$ cat config.mk
export PLATFORM = sky130hd
export DESIGN_NAME = mux4a1_sync
export DESIGN_NICKNAME = d
export VERILOG_FILES = /design/src/rtl/mux4a1_sync_pkg.sv /design/src/rtl/mux4a1_sync_mux2a1_comb.sv /design/src/rtl/mux4a1_sync.sv
export SDC_FILE = /design/constraint.sdc
export NUM_CORES = 1
export LEC_CHECK = 0
export BUFFER_PORTS_ARGS = -buffer_cell sky130_fd_sc_hd__buf_2
export CAP_MARGIN = 0
export CORE_AREA = 2 2 39 41
export CTS_CLUSTER_SIZE = 8
export DETAILED_ROUTE_END_ITERATION = 8
export DIE_AREA = 0 0 41 43
export HOLD_SLACK_MARGIN = 0.06
export MAX_ROUTING_LAYER = met4
export SYNTH_ARGS = -nofsm -noshare
export SYNTH_HDL_FRONTEND = slang
export SYNTH_SLANG_ARGS = --single-unit
$ cat constraint.sdc
create_clock -name clk -period 0.9 [get_ports clk]
set_input_delay 0.045 -clock clk [delete_from_list [all_inputs] [get_ports clk]]
set_output_delay 0.045 -clock clk [all_outputs]
set_load 0.01 [all_outputs]
$ cat src/rtl/mux4a1_sync_pkg.sv
//------------------------------------------------------------------------------
// mux4a1_sync_pkg : select-code encoding shared by the mux4a1_sync slice
// Revision 1.0
//------------------------------------------------------------------------------
`default_nettype none

package mux4a1_sync_pkg;

   // Bit 0 is the pairwise (A/B, C/D) choice and bit 1 the pair choice.
   typedef enum logic [1:0] {
      SEL_A = 2'b00,
      SEL_B = 2'b01,
      SEL_C = 2'b10,
      SEL_D = 2'b11
   } sel_e;

endpackage

`default_nettype wire

$ cat src/rtl/mux4a1_sync_mux2a1_comb.sv
//------------------------------------------------------------------------------
// mux2a1_comb : purely combinational width-bit 2-to-1 selector, y = s ? b : a
// Revision 1.0
//------------------------------------------------------------------------------
`default_nettype none

module mux2a1_comb #(
   parameter int width = 4
) (
   input  logic [width-1:0] a,
   input  logic [width-1:0] b,
   input  logic             s,
   output logic [width-1:0] y
);

   assign y = s ? b : a;

endmodule

`default_nettype wire

$ cat src/rtl/mux4a1_sync.sv
//------------------------------------------------------------------------------
// mux4a1_sync : registered 2-to-1 (F1) and 4-to-1 (F2) selectors on shared selects
// Revision 1.0
//------------------------------------------------------------------------------
`default_nettype none

module mux4a1_sync
   import mux4a1_sync_pkg::*;
#(
   parameter int width = 4
) (
   input  logic             clk,
   input  logic             rst,
   input  logic             en,
   input  logic [width-1:0] A,
   input  logic [width-1:0] B,
   input  logic [width-1:0] C,
   input  logic [width-1:0] D,
   input  logic             s0,
   input  logic             s1,
   output logic [width-1:0] F1,
   output logic [width-1:0] F2
);

   sel_e             w_sel;
   logic [width-1:0] w_sel2;
   logic [width-1:0] w_ab;
   logic [width-1:0] w_cd;
   logic [width-1:0] w_sel4;

   assign w_sel = sel_e'({s1, s0});

   mux2a1_comb #(.width(width)) u_mux_f1 (
      .a (A),
      .b (B),
      .s (w_sel[0]),
      .y (w_sel2)
   );

   // F2 tree: first level picks within each pair, second level picks the pair.
   mux2a1_comb #(.width(width)) u_mux_ab (
      .a (A),
      .b (B),
      .s (w_sel[0]),
      .y (w_ab)
   );

   mux2a1_comb #(.width(width)) u_mux_cd (
      .a (C),
      .b (D),
      .s (w_sel[0]),
      .y (w_cd)
   );

   mux2a1_comb #(.width(width)) u_mux_f2 (
      .a (w_ab),
      .b (w_cd),
      .s (w_sel[1]),
      .y (w_sel4)
   );

   always_ff @(posedge clk) begin
      if (rst) begin
         F1 <= '0;
         F2 <= '0;
      end else if (en) begin
         F1 <= w_sel2;
         F2 <= w_sel4;
      end
   end

endmodule

`default_nettype wire

==> impl_metrics.json <==
{
  "outcome": "completed",
  "min_delay_worst_endpoint": "F2[2]",
  "vias": 411,
  "dp_hpwl_um": 861.1,
  "clkSinkCount": 8,
  "clockRootBuffer": "clkbuf_4",
  "p_clk_share_pct": 31.7,
  "fin_crit_ps": 850.9,
  "finClkSkew_ps": 0,
  "p_int_mw": 0.6394,
  "drive_above_1_share_pct": 62.32,
  "cts_tree": "built",
  "final-setup-viol-count": 0,
  "fmax_mhz": 1175,
  "wire_per_inst_um": 12.00,
  "drtIter0Drc": 1,
  "drc": 0,
  "portBuffers": 28,
  "htree_levels": 1,
  "fin_cells": 85,
  "endpoint_kind": "flop",
  "synth_area_um2": 384.1,
  "power.density_nw_per_um2": 1425,
  "grt_pass1_wl_um": 1504,
  "grt.total_usage_pct": 12.89,
  "antenna_found_initial": 0,
  "cts_resized": 0,
  "die_w_um": 41,
  "fin_util_pct": 43.31,
  "cp.arrival_ps": 1010,
  "reg2reg_to": "F2[1]",
  "ir_worst_vdd_mv": 0.5247,
  "cts_setup_buffers": 0,
  "overflow": 0,
  "die_area_um2": 1763,
  "synth-compound-area-share_pct": 16.94,
  "critPathLaunchType": "flop",
  "p_seq_share_pct": 46.4,
  "top_layer_used": "met4",
  "rsz0062_at_grt": "false",
  "coreArea_um2": 1384,
  "wl_met1_um": 405,
  "synth_mux_area_share_pct": 20.85,
  "hold_path.class": "in2reg",
  "timing.final.crit_share_pct": 94.55,
  "cts_hold_buf": 0,
  "hold_viol": 0,
  "syn_inst": 37,
  "p_leak_nw": 0.3056,
  "power.switching_mw": 0.2149,
  "maxCapViolations": 0,
  "synthXorXnorAreaFrac_pct": 0,
  "switching_share_pct": 25.16,
  "ys_types": 10,
  "postSynthNetCount": 58,
  "worstSetupPathType": "reg2reg",
  "cp-startpoint": "F2[1]",
  "power_mw": 0.8543,
  "hold_path_depth": 3,
  "reg2reg_setup_slack_ps": 50,
  "wirelength_um": 1020,
  "wl_met2_um": 550,
  "antenna_cells": 0,
  "synth_seq_cells": 8,
  "placedCellCount": 82,
  "synth_simple_gate_area_share_pct": 17.26,
  "grt_max_degree": 9,
  "drt_first_pass_iters": 4,
  "ys.warnings.count": 0,
  "floorplan.rows": 14,
  "nNetsFinal": 92,
  "fp.dieH_um": 43,
  "clk_latency_ps": 240,
  "syn2layout_area_growth_pct": 56.03,
  "postRouteAntennaNets": 0,
  "num_io_pins": 29,
  "path_clk_slew_ps": 60,
  "drv_slew": 0,
  "gp_congestion": 0.8086,
  "setup_tns_ps": 0,
  "cts_buffers": 3,
  "final_common_cell": "buf_2",
  "reg2reg_depth": 2,
  "synthAdderAreaFrac_pct": 0,
  "r2r-start": "F2[1]",
  "worst_pin_slew_ps": 232.9,
  "maxSlewHeadroom_pct": 84.03,
  "cp.required_ps": 1060,
  "ys_seq_area_share_pct": 41.69,
  "pwr-share-comb_pct": 21.9,
  "syn_avg_cell_area_um2": 10.38,
  "path_max_fanout": 2,
  "viasPerCell": 4.835,
  "grt_pass1_vias": 373,
  "fillCellCount": 146,
  "clk_path_buf_depth": 2,
  "final_cell_mix": "28 x buf_2, 8 x mux2i_1",
  "synth_top_family_by_area": "multiplexers",
  "start_util_pct": 27.76,
  "dr_wl_met3_um": 51,
  "min_from": "C[2]"
}
## routing by layer
metal / GRT usage, % / vias to the layer above
met5: - / -
met1: 14.89 / 191
met4: 6.000 / 0
met2: 20.00 / 11
li1: - / 207
met3: 3.141 / 2
## sequential cells by signal, summed over array words and instances, names as in the netlist
| name | cells |
|---|---|
| F1 | 4 |
| F2 | 4 |
## power groups by stage
| stage | registers (mW) | clock network [mW] | logic (mW) |
|---|---|---|---|
| 6_report | 0.397 | 0.271 | 0.187 |
| 5_1_grt | 0.398 | 0.301 | 0.206 |
| 4_1_cts | 0.397 | 0.276 | 0.190 |
| 3_5_place_dp | 0.404 | 0 | 0.189 |
| 3_3_place_gp | 0.404 | 0 | 0.187 |
| 2_1_floorplan | 0.418 | 0 | 0.0804 |
## cell families (layout without fill, tap and decap cells)
kind of cell / Yosys count / in the layout
AO/OA/AOI/OAI: 8 / 8
multiplexers: 8 / 8
AND/OR/NAND/NOR: 10 / 10
buffers and inverters: 3 / 35
flip-flops: 8 / 8
## synthesized netlist by cell type
| cell type | count | area, um^2 |
|---|---|---|
| nor2_1 | 4 | 15.01 |
| buf_2 | 1 | 5.000 |
| or3b_1 | 1 | 8.760 |
| mux2i_1 | 8 | 80.08 |
| dfxtp_1 | 8 | 160.2 |
| nand3b_1 | 1 | 7.510 |
| a211oi_1 | 4 | 30.03 |
| o221ai_1 | 4 | 35.03 |
| or3b_2 | 4 | 35.03 |
| clkbuf_1 | 2 | 7.510 |
## stage by stage
| step | setup WS [ps] | instance area [um^2] | hold slack [ps] |
|---|---|---|---|
| 2_1_floorplan | 19.04 | 399.1 | 244.8 |
| 4_1_cts | 49.39 | 599.3 | 106.0 |
| 5_1_grt | 22.71 | 599.3 | 109.0 |
| 3_3_place_gp | 12.61 | 576.8 | 341.0 |
| 3_5_place_dp | 9.984 | 576.8 | 363.4 |
| 6_report | 49.08 | 599.3 | 105.7 |
## layout make-up
type / count / area (um^2) / share of cell area, %
clock buffer: 3 / 22.52 / 3.758
sequential: 8 / 165.2 / 27.56
tap: 16 / 20.02 / 3.340
multi-input combinational: 26 / 221.5 / 36.95
timing repair buffer: 32 / 170.2 / 28.39
## worst max path at each step
stage / endpoint / slack, ps / cells after the start
6_report: F2[1] / 50 / 2
4_1_cts: F2[2] / 50 / 2
3_3_place_gp: F2[0] / 10 / 3
5_1_grt: F2[1] / 20 / 2
3_5_place_dp: F2[1] / 10 / 3
2_1_floorplan: F2[0] / 20 / 3
## critical path, cell delays in order (launching register included)
cell      delay [ps]
dfxtp_2          320
or3b_4           360
o221ai_1          80
Note: power is estimated with default switching activity, not from simulation.
